**src/rtl/vram_pkg.sv**
```systemverilog
// Shared constants and types for the text VRAM (17 rows x 60 columns, 2048 x 9 BSRAM).
// Addresses are {5'row, 6'col}; data words are {reverse attr, 8'char}.
package vram_pkg;

  localparam int VRAM_AW = 11;
  localparam int VRAM_DW = 9;
  localparam int ROWS    = 17;
  localparam int COLS    = 60;

  localparam int REQ_WRITER = 0;
  localparam int REQ_SCROLL = 1;
  localparam int REQ_CLEAR  = 2;

  typedef logic [VRAM_AW-1:0] vram_addr_t;
  typedef logic [VRAM_DW-1:0] vram_data_t;

endpackage

```
**src/rtl/arb_picker.sv**
```systemverilog
// Combinational one-hot picker. In rotate mode the search begins at 'start' and
// wraps around; otherwise the lowest-index request always wins.
module arb_picker #(
  parameter int N      = 3,
  parameter bit ROTATE = 1'b0,
  parameter int IW     = (N > 1) ? $clog2(N) : 1
) (
  input  logic [N-1:0]  req,
  input  logic [IW-1:0] start,
  output logic [N-1:0]  gnt
);

  logic [N-1:0] masked;
  logic [N-1:0] pool;
  logic         found;

  // Keep requesters at or above the start pointer, falling back to the full vector on wrap
  always_comb begin
    masked = '0;
    for (int k = 0; k < N; k++) begin
      masked[k] = req[k] && (!ROTATE || (k >= int'(start)));
    end
    pool = (|masked) ? masked : req;
  end

  // Lowest set bit of the candidate pool becomes the grant
  always_comb begin
    gnt   = '0;
    found = 1'b0;
    for (int k = 0; k < N; k++) begin
      if (pool[k] && !found) begin
        gnt[k] = 1'b1;
        found  = 1'b1;
      end
    end
  end

endmodule

```
**src/rtl/vram_arbiter.sv**
```systemverilog
// Arbiter sharing the single-port text VRAM between the terminal writer, scroll
// engine and clear engine. Grants are zero-latency in IDLE; a requester holding
// i_lock keeps the bus for read-modify-write sequences. Reads return one cycle
// after the grant, fully pipelined.
// Build option: define VRAM_ARB_RR_EN for round-robin arbitration in IDLE;
// otherwise fixed priority with index 0 highest.
module vram_arbiter
  import vram_pkg::*;
#(
  parameter int N_REQ = 3,
  parameter int AW    = VRAM_AW,
  parameter int DW    = VRAM_DW
) (
  input  logic                i_clk,
  input  logic                i_rst_n,
  input  logic [N_REQ-1:0]    i_req,
  input  logic [N_REQ-1:0]    i_lock,
  input  logic [N_REQ-1:0]    i_wre,
  input  logic [N_REQ*AW-1:0] i_addr,
  input  logic [N_REQ*DW-1:0] i_din,
  output logic [N_REQ-1:0]    o_gnt,
  output logic [N_REQ-1:0]    o_rvalid,
  output logic [DW-1:0]       o_rdata,
  output logic                o_vram_clk,
  output logic                o_vram_ce,
  output logic                o_vram_wre,
  output logic [AW-1:0]       o_vram_addr,
  output logic [DW-1:0]       o_vram_din,
  input  logic [DW-1:0]       i_vram_dout
);

  localparam int IW = (N_REQ > 1) ? $clog2(N_REQ) : 1;

  typedef enum logic {
    IDLE,
    OWNED
  } state_t;

  state_t           state;
  logic [IW-1:0]    owner;
  logic [N_REQ-1:0] pick;
  logic [N_REQ-1:0] acc;
  logic [N_REQ-1:0] rd_pend;
  logic [IW-1:0]    sel;

`ifdef VRAM_ARB_RR_EN
  logic [IW-1:0] rr_ptr;

  arb_picker #(.N(N_REQ), .ROTATE(1'b1), .IW(IW)) u_picker (
    .req   (i_req),
    .start (rr_ptr),
    .gnt   (pick)
  );

  // Advance the round-robin pointer past whoever just completed a non-locked access
  always_ff @(posedge i_clk or negedge i_rst_n) begin
    if (!i_rst_n) begin
      rr_ptr <= '0;
    end else if (o_vram_ce && !i_lock[sel]) begin
      rr_ptr <= (sel == IW'(N_REQ - 1)) ? '0 : sel + 1'b1;
    end
  end
`else
  arb_picker #(.N(N_REQ), .ROTATE(1'b0), .IW(IW)) u_picker (
    .req   (i_req),
    .start ('0),
    .gnt   (pick)
  );
`endif

  // Grant follows the picker in IDLE and is pinned to the owner while locked; held off during reset
  always_comb begin
    o_gnt = '0;
    if (i_rst_n) begin
      if (state == OWNED) begin
        o_gnt[owner] = 1'b1;
      end else begin
        o_gnt = pick;
      end
    end
  end

  assign acc = o_gnt & i_req;

  // Encode the one-hot grant into a mux select
  always_comb begin
    sel = '0;
    for (int k = 0; k < N_REQ; k++) begin
      if (o_gnt[k]) begin
        sel = IW'(k);
      end
    end
  end

  assign o_vram_clk  = i_clk;
  assign o_vram_ce   = |acc;
  assign o_vram_wre  = o_vram_ce & i_wre[sel];
  assign o_vram_addr = o_vram_ce ? i_addr[int'(sel)*AW +: AW] : '0;
  assign o_vram_din  = o_vram_ce ? i_din[int'(sel)*DW +: DW] : '0;

  assign o_rvalid = rd_pend;
  assign o_rdata  = (|rd_pend) ? i_vram_dout : '0;

  // Ownership FSM plus the one-cycle read-return tracker
  always_ff @(posedge i_clk or negedge i_rst_n) begin
    if (!i_rst_n) begin
      state   <= IDLE;
      owner   <= '0;
      rd_pend <= '0;
    end else begin
      rd_pend <= acc & ~i_wre;
      case (state)
        IDLE: begin
          if (o_vram_ce && i_lock[sel]) begin
            state <= OWNED;
            owner <= sel;
          end
        end
        OWNED: begin
          if (o_vram_ce && !i_lock[owner]) begin
            state <= IDLE;
            owner <= '0;
          end
        end
        default: begin
          state <= IDLE;
          owner <= '0;
        end
      endcase
    end
  end

endmodule

```
**config.mk**
```make
export PLATFORM = sky130hd
export DESIGN_NAME = vram_arbiter
export DESIGN_NICKNAME = d
export VERILOG_FILES = /design/src/rtl/vram_pkg.sv /design/src/rtl/arb_picker.sv /design/src/rtl/vram_arbiter.sv
export SDC_FILE = /design/constraint.sdc
export NUM_CORES = 1
export LEC_CHECK = 0
export CAP_MARGIN = 20
export CORE_ASPECT_RATIO = 0.6
export CORE_MARGIN = 1
export CORE_UTILIZATION = 25
export DETAILED_ROUTE_END_ITERATION = 8
export GPL_TIMING_DRIVEN = 0
export PLACE_DENSITY = 0.75
export SLEW_MARGIN = 20
export SYNTH_ARGS = -nofsm -noshare
export SYNTH_HDL_FRONTEND = slang
export SYNTH_SLANG_ARGS = --single-unit
```
**constraint.sdc**
```tcl
create_clock -name i_clk -period 3.3 [get_ports i_clk]
set_input_delay 0.825 -clock i_clk [delete_from_list [all_inputs] [get_ports i_clk]]
set_output_delay 0.825 -clock i_clk [all_outputs]
set_load 0.05 [all_outputs]
```
---- Word level (Yosys, flattened, before mapping) ----
Index checks and enable logic that the tools add are counted.
operators by class
  order comparisons ....................... 3
  bitwise logic cells ..................... 5
  reductions and logical operators ........ 11
  shift-type cells ........................ 2
  mux-type cells .......................... 25
  multiply operators ...................... 2
  equality and inequality tests ........... 2
operators with widths
  kind                 number
  $shiftx 33x7->11     1
  $shiftx 27x7->9      1
  $mux 9               2
  $mul 2x4->6 const B  2
  $mux 1               11
  $mux 11              1
  $and 3x3->3          2
  $bmux 1 s2           3
  $lt 2x3->1 const B   2
  $mux 2               3
  $mux 3               2
  $reduce_or 3->1      2
  $logic_and 1x1->1    5
  $pmux 2 s2           1
  $logic_not 1->1      3
  $not 3->3            1
  $demux 1 s2          1
  $ge 2x1->1 const B   1
  $ne 2x1->1 const B   1
  $ne 2x2->1 const B   1
  $pmux 1 s2           1
  $reduce_and 2->1     1
  $and 1x1->1          1
  $not 1->1            1
word-level totals
  output and inout bits ................... 38
  word-level logic and storage cells ...... 53
  flip-flop bits (word level) ............. 6
  input port bits ......................... 80

---- Logic depth before layout (Yosys ltp) ----
Gate-level depths: netlist of the first run.
  depth after elaboration ................. 16
  depth in mapped cells ................... 7
  gate-level depth less buffers ........... 5

---- By module ----
From an unflattened synthesis of the first run, not the netlist that was laid out.
second synthesis, totals
  cells, all modules ...................... 130
  area total of the unflattened synthesis .. 988.4 sq um
modules (own cells, without submodules)
  module        sequential area each (sq um)  times used  area each (sq um)  cells an instance
  vram_arbiter  150.1                         1           962.2              127
  arb_picker    0.0                           1           26.3               3

==> flow_summary.json, run 1 <==
{
  "gp_routability_congestion": 0.840,
  "post-route-util_pct": 52.1,
  "yosys.area_share.simple_pct": 50.0,
  "path_cells": "clkbuf_8 -> clkbuf_8 -> buf_4 -> dlygate4sd2_1",
  "critPathBufInv": 4,
  "drv_cap": 0,
  "clk_latency_ns": 0.32,
  "hp-class": "primary input to async pin",
  "synth_fp_nets": 241,
  "wl_per_cell_um": 13.9,
  "start_util_pct": 26.5,
  "antenna_found_initial": 0,
  "die_area_um2": 5740,
  "slew_headroom_pct": 46.1,
  "overflow": 0,
  "worst-setup-path-type": "clock port to output pin",
  "crit_top_cell": "clkbuf_8",
  "ys_warn_count": 0,
  "core_area_um2": 5130,
  "reg2reg_to": "owner[1]",
  "layout_commonest_cell": "clkdlybuf4s50_1",
  "pin_count": 118,
  "ant_nets": 0,
  "layout.cells.non_filler": 351,
  "yosys.area_share.adder_pct": 0,
  "rsz0062_at_grt": "no",
  "ff2ff_path_depth": 6,
  "chipWidth_um": 97.1,
  "clk_pin_slew_ns": 0.03,
  "place_area_um2": 2620,
  "crit_path_max_fanout": 2,
  "grt_pass1_wl_um": 7620,
  "layout-drive-gt1-share_pct": 34.7,
  "dp_hpwl_um": 3970,
  "report.final.setup_viol": 0,
  "rows": 20,
  "vias": 1696,
  "cts_tree": "built",
  "syn_inst": 161,
  "ys_types": 35,
  "maxSlewViolCount": 0,
  "p_per_area_nw_per_um2": 531,
  "pwr-share-seq_pct": 7.2,
  "ir_drop_mv": 0.216,
  "r2r_slack_ns": 1.66,
  "power_mw": 1.42,
  "synth_seq_area_share_pct": 11.1,
  "tightest_slew_ns": 0.802,
  "antenna_cells": 0,
  "syn_avg_cell_area_um2": 8.43,
  "layout_common_cells": "clkdlybuf4s50_1 (88), nor2_1 (22), buf_4 (21), and3_1 (21), nor3b_2 (21)",
  "critical_path.endpoint_type": "output pin",
  "path_depth": 4,
  "synth-compound-area-share_pct": 27.6,
  "start_kind": "clock port",
  "cpMaxStageDelayCell": "dlygate4sd2_1",
  "max_stage_delay_ns": 0.41,
  "drt_iter0_drc": 42,
  "startpoint": "i_clk",
  "status": "finished, final reports clean",
  "vias_per_cell": 4.83,
  "die_height_um": 59.1,
  "synth-seq-cells": 6,
  "endpoint": "o_vram_clk",
  "post-place-ws_ns": -1.13,
  "reg2reg_from": "state",
  "required_ns": 2.47,
  "grt_max_degree": 15,
  "grt_usage_pct": 16.9,
  "n_fill_cell": 517,
  "total_leakage_power_nw": 1.10,
  "fin_area_um2": 2670,
  "synthTopCellsByArea": "a211oi_2 (18%), nor3b_2 (18%), dfrtp_1 (11%)",
  "fin_hold_ws_ns": 0.404,
  "p_switching_uw": 714,
  "synthToLayoutAreaGrowth_pct": 96.9,
  "internal_power_uw": 704,
  "placed_cells": 344,
  "remaining_drc_errors": 0,
  "p_clk_share_pct": 19.4,
  "nets": 367,
  "synth-xor-area-share_pct": 0,
  "io_buffers": 117,
  "fin_skew_ns": 0.000783,
  "crit_family": "buffers and inverters",
  "synthMuxAreaShare_pct": 1.47,
  "tns_ns": 0,
  "grt_pass1_vias": 1665,
  "synth_top_family_by_area": "simple AND/OR/NAND/NOR gates",
  "synth.cell_area_um2": 1360,
  "comb_power_share_pct": 73.4,
  "yosysTopAreaCellShare_pct": 17.5,
  "yosysTopAreaCell": "a211oi_2",
  "cp.arrival_ns": 2.39,
  "setup_slack_ns": 0.0820,
  "p_sw_share_pct": 50.4,
  "wl_um": 4900,
  "hold_viol_final": 0,
  "first_pass_iters": 4
}
-- repair_timing --
item | in CTS | in global routing
endpoints found under the setup margin | 26 | 22
resized for setup | 142 | 14
setup buffers | 1 | 0
hold buffers | 0 | 0
hold endpoints to repair | 0 | 0
-- cells in the mapped netlist (all sizes together) --
master,instances
o31ai,1
and4b,1
clkbuf,4
o21a,1
a211oi,22
nand4bb,1
o211ai,2
a31o,1
and3,21
nor3,4
buf,12
a2bb2oi,1
and3b,1
nand2,4
o41ai,2
and2,1
o22ai,1
o21bai,1
nor2b,11
mux2i,2
nand4b,1
nand3b,2
inv,7
dfrtp,6
nor2,23
o21ai,3
a21oi,2
nor3b,22
nor4b,1
-- worst min path at each step --
| stage | start | to | slack, ns |
|---|---|---|---|
| after CTS | i_rst_n | state | 0.49 |
| after global routing | i_rst_n | state | 0.40 |
| after floorplan | i_rst_n | o_rvalid[0] | 0.53 |
| final | i_rst_n | o_rvalid[2] | 0.40 |
| after global placement | owner[1] | owner[1] | 0.70 |
| after detailed placement | owner[1] | owner[1] | 0.70 |
-- worst register-to-register path, stage by stage, from the launching register on --
cell and delay [ns]:
dfrtp_1 0.39, buf_2 0.27, nand4b_2 0.19, clkbuf_2 0.24, a21oi_1 0.19, a21oi_1 0.08, a2bb2oi_1 0.15
-- cell families (layout without fill, tap and decap cells) --
kind of cell / after synthesis / in the layout
buf+inv: 23 / 147
compound gates: 37 / 37
flops: 6 / 6
mux: 2 / 2
simple gates: 93 / 93
-- power groups by stage --
stage	combinational (mW)	clock, mW	sequential (mW)
floorplan	0.718	0.0653	0.105
CTS	1.05	0.281	0.101
global placement	1.05	0.0867	0.101
finish	1.04	0.275	0.102
global route	1.11	0.294	0.105
detailed placement	1.06	0.0867	0.100
-- per-layer routing --
metal  track usage (%)  share of wire [%]  up-vias
met1              20.8                 44      758
met2              28.0                 44       91
met5                 0                  0        -
met3              6.13                 11        5
met4              5.54               0.98        0
li1                  -                  -      842
-- cell type report --
type	instances	area [µm²]	share of cell area, %
Timing Repair Buffer	117	1100	41.2
Multi-Input combinational cell	132	1100	41.1
Sequential cell	6	150	5.62
Buffer	16	116	4.35
Clock buffer	7	91.3	3.42
Tap cell	66	82.6	3.09
Inverter	7	31.3	1.17
-- state kept, by name, indices dropped and copies added (netlist names) --
name and count:
o_rvalid 3, state 1, owner 2
Power figures use the tool's default switching activity.
==> inputs of run 2 (changes only) <==
CORE_UTILIZATION = 23   (was 25)
GPL_ROUTABILITY_DRIVEN = 0   (was not set)
PLACE_DENSITY = 0.71   (was 0.75)
==> flow_summary.json, run 2 (synthesis results as in run 1) <==
{
  "status": "finished, final reports clean",
  "wl_um": 5160,
  "chipWidth_um": 101,
  "critical_path.endpoint_type": "output pin",
  "total_leakage_power_nw": 1.10,
  "hp-class": "primary input to async pin",
  "ir_drop_mv": 0.274,
  "internal_power_uw": 703,
  "max_stage_delay_ns": 0.41,
  "p_per_area_nw_per_um2": 532,
  "critPathBufInv": 4,
  "post-place-ws_ns": -1.17,
  "vias": 1727,
  "clk_latency_ns": 0.33,
  "drt_iter0_drc": 91,
  "grt_usage_pct": 15.8,
  "gr-usage-met3_pct": 6.24,
  "layout-drive-gt1-share_pct": 34.0,
  "pwr-share-seq_pct": 7.1,
  "core_area_um2": 5620,
  "slew_headroom_pct": 41.8,
  "p_sw_share_pct": 51.0,
  "cpMaxStageDelayCell": "dlygate4sd2_1",
  "report.final.setup_viol": 0,
  "start_kind": "clock port",
  "gr-usage-met2_pct": 26.6,
  "first_pass_iters": 4,
  "layout.cells.non_filler": 365,
  "antenna_found_initial": 0,
  "top_usage_layer": "met2",
  "wl_per_cell_um": 14.1,
  "vias_per_cell": 4.73,
  "maxSlewViolCount": 0,
  "path_cells": "clkbuf_8 -> clkbuf_8 -> buf_4 -> dlygate4sd2_1",
  "comb_power_share_pct": 73.4,
  "synthToLayoutAreaGrowth_pct": 98.3,
  "hold_viol_final": 0,
  "io_buffers": 117,
  "grt_pass1_wl_um": 7440,
  "nets": 367,
  "antenna_cells": 0,
  "clk_pin_slew_ns": 0.04,
  "grt_pass1_vias": 1613,
  "crit_top_cell": "clkbuf_8",
  "worst-setup-path-type": "clock port to output pin",
  "p_switching_uw": 731,
  "drv_cap": 0,
  "cts_tree": "built",
  "grt_max_degree": 15,
  "crit_family": "buffers and inverters",
  "p_clk_share_pct": 19.5,
  "dp_hpwl_um": 4080,
  "tns_ns": 0,
  "overflow": 0,
  "cp.arrival_ns": 2.40,
  "pin_count": 118,
  "grt_use_met1_pct": 18.6,
  "ant_nets": 0,
  "tightest_slew_ns": 0.866,
  "remaining_drc_errors": 0,
  "largest_reg_flops": 3,
  "fin_skew_ns": 0.000584,
  "start_util_pct": 24.1,
  "layout_common_cells": "clkdlybuf4s50_1 (88), nor2_1 (22), and3_1 (21), nor3b_2 (21), a211oi_2 (19)",
  "required_ns": 2.47,
  "crit_path_max_fanout": 2,
  "die_height_um": 61.5,
  "layout_commonest_cell": "clkdlybuf4s50_1",
  "n_fill_cell": 583,
  "setup_slack_ns": 0.0761,
  "rsz0062_at_grt": "no",
  "post-route-util_pct": 47.9,
  "placed_cells": 358,
  "die_area_um2": 6220,
  "rows": 21
}
-- run 2: changes by cell type in the layout (fill, tap and decap cells not counted), sizes merged --
cell / before / now
buf: 34 / 30
clkbuf: 13 / 16
clkdlybuf4s15: 3 / 4
-- run 2: path summary, 6_finish.rpt --
check / cells after the start / end / slack, ns / from
min in group i_clk: 3 / owner[1] / 0.73 / owner[1]
setup / recovery: 4 / o_vram_clk / 0.08 / i_clk
setup reg to reg: 5 / owner[0] / 1.64 / state
hold reg to reg: 3 / owner[1] / 0.73 / owner[1]
hold / removal: 1 / owner[1] / 0.41 / i_rst_n
max in group asynchronous: 1 / o_rvalid[1] / 2.64 / i_rst_n
-- run 2: through the flow --
stage / cell area, µm² / power [mW] / hold slack, ns
floorplan: 1370 / 0.887 / 0.529
global placement: 2640 / 1.24 / 0.701
detailed placement: 2640 / 1.26 / 0.706
CTS: 2680 / 1.43 / 0.497
global route: 2690 / 1.51 / 0.408
finish: 2690 / 1.43 / 0.407
-- run 2: routing by layer --
metal,wire length (µm),vias to the layer above
met3,627,4
met4,27,0
met2,2300,87
met1,2200,790
met5,0,-
li1,-,846
-- run 2: cell type report --
type / instances / area [µm²] / share of cell area [%]
clock buffers: 7 / 91.3 / 3.39
multi-input cells: 132 / 1100 / 40.8
repair buffers: 117 / 1110 / 41.1
inverters: 7 / 31.3 / 1.16
plain buffers: 16 / 115 / 4.28
flip-flops and latches: 6 / 150 / 5.58
well taps: 80 / 100 / 3.72
-- run 2: power groups by stage --
stage | clock network (mW) | registers (mW) | logic (mW)
after floorplan | 0.0653 | 0.105 | 0.718
after global placement | 0.0867 | 0.101 | 1.06
after detailed placement | 0.0867 | 0.101 | 1.07
after CTS | 0.287 | 0.101 | 1.04
after global routing | 0.296 | 0.103 | 1.11
final | 0.279 | 0.102 | 1.05
-- run 2: what timing repair did --
item,in CTS,in global routing
hold buffers,0,0
setup buffers,1,0
gates resized for setup,134,17
endpoints found under the setup margin,26,23
pin swaps,0,1
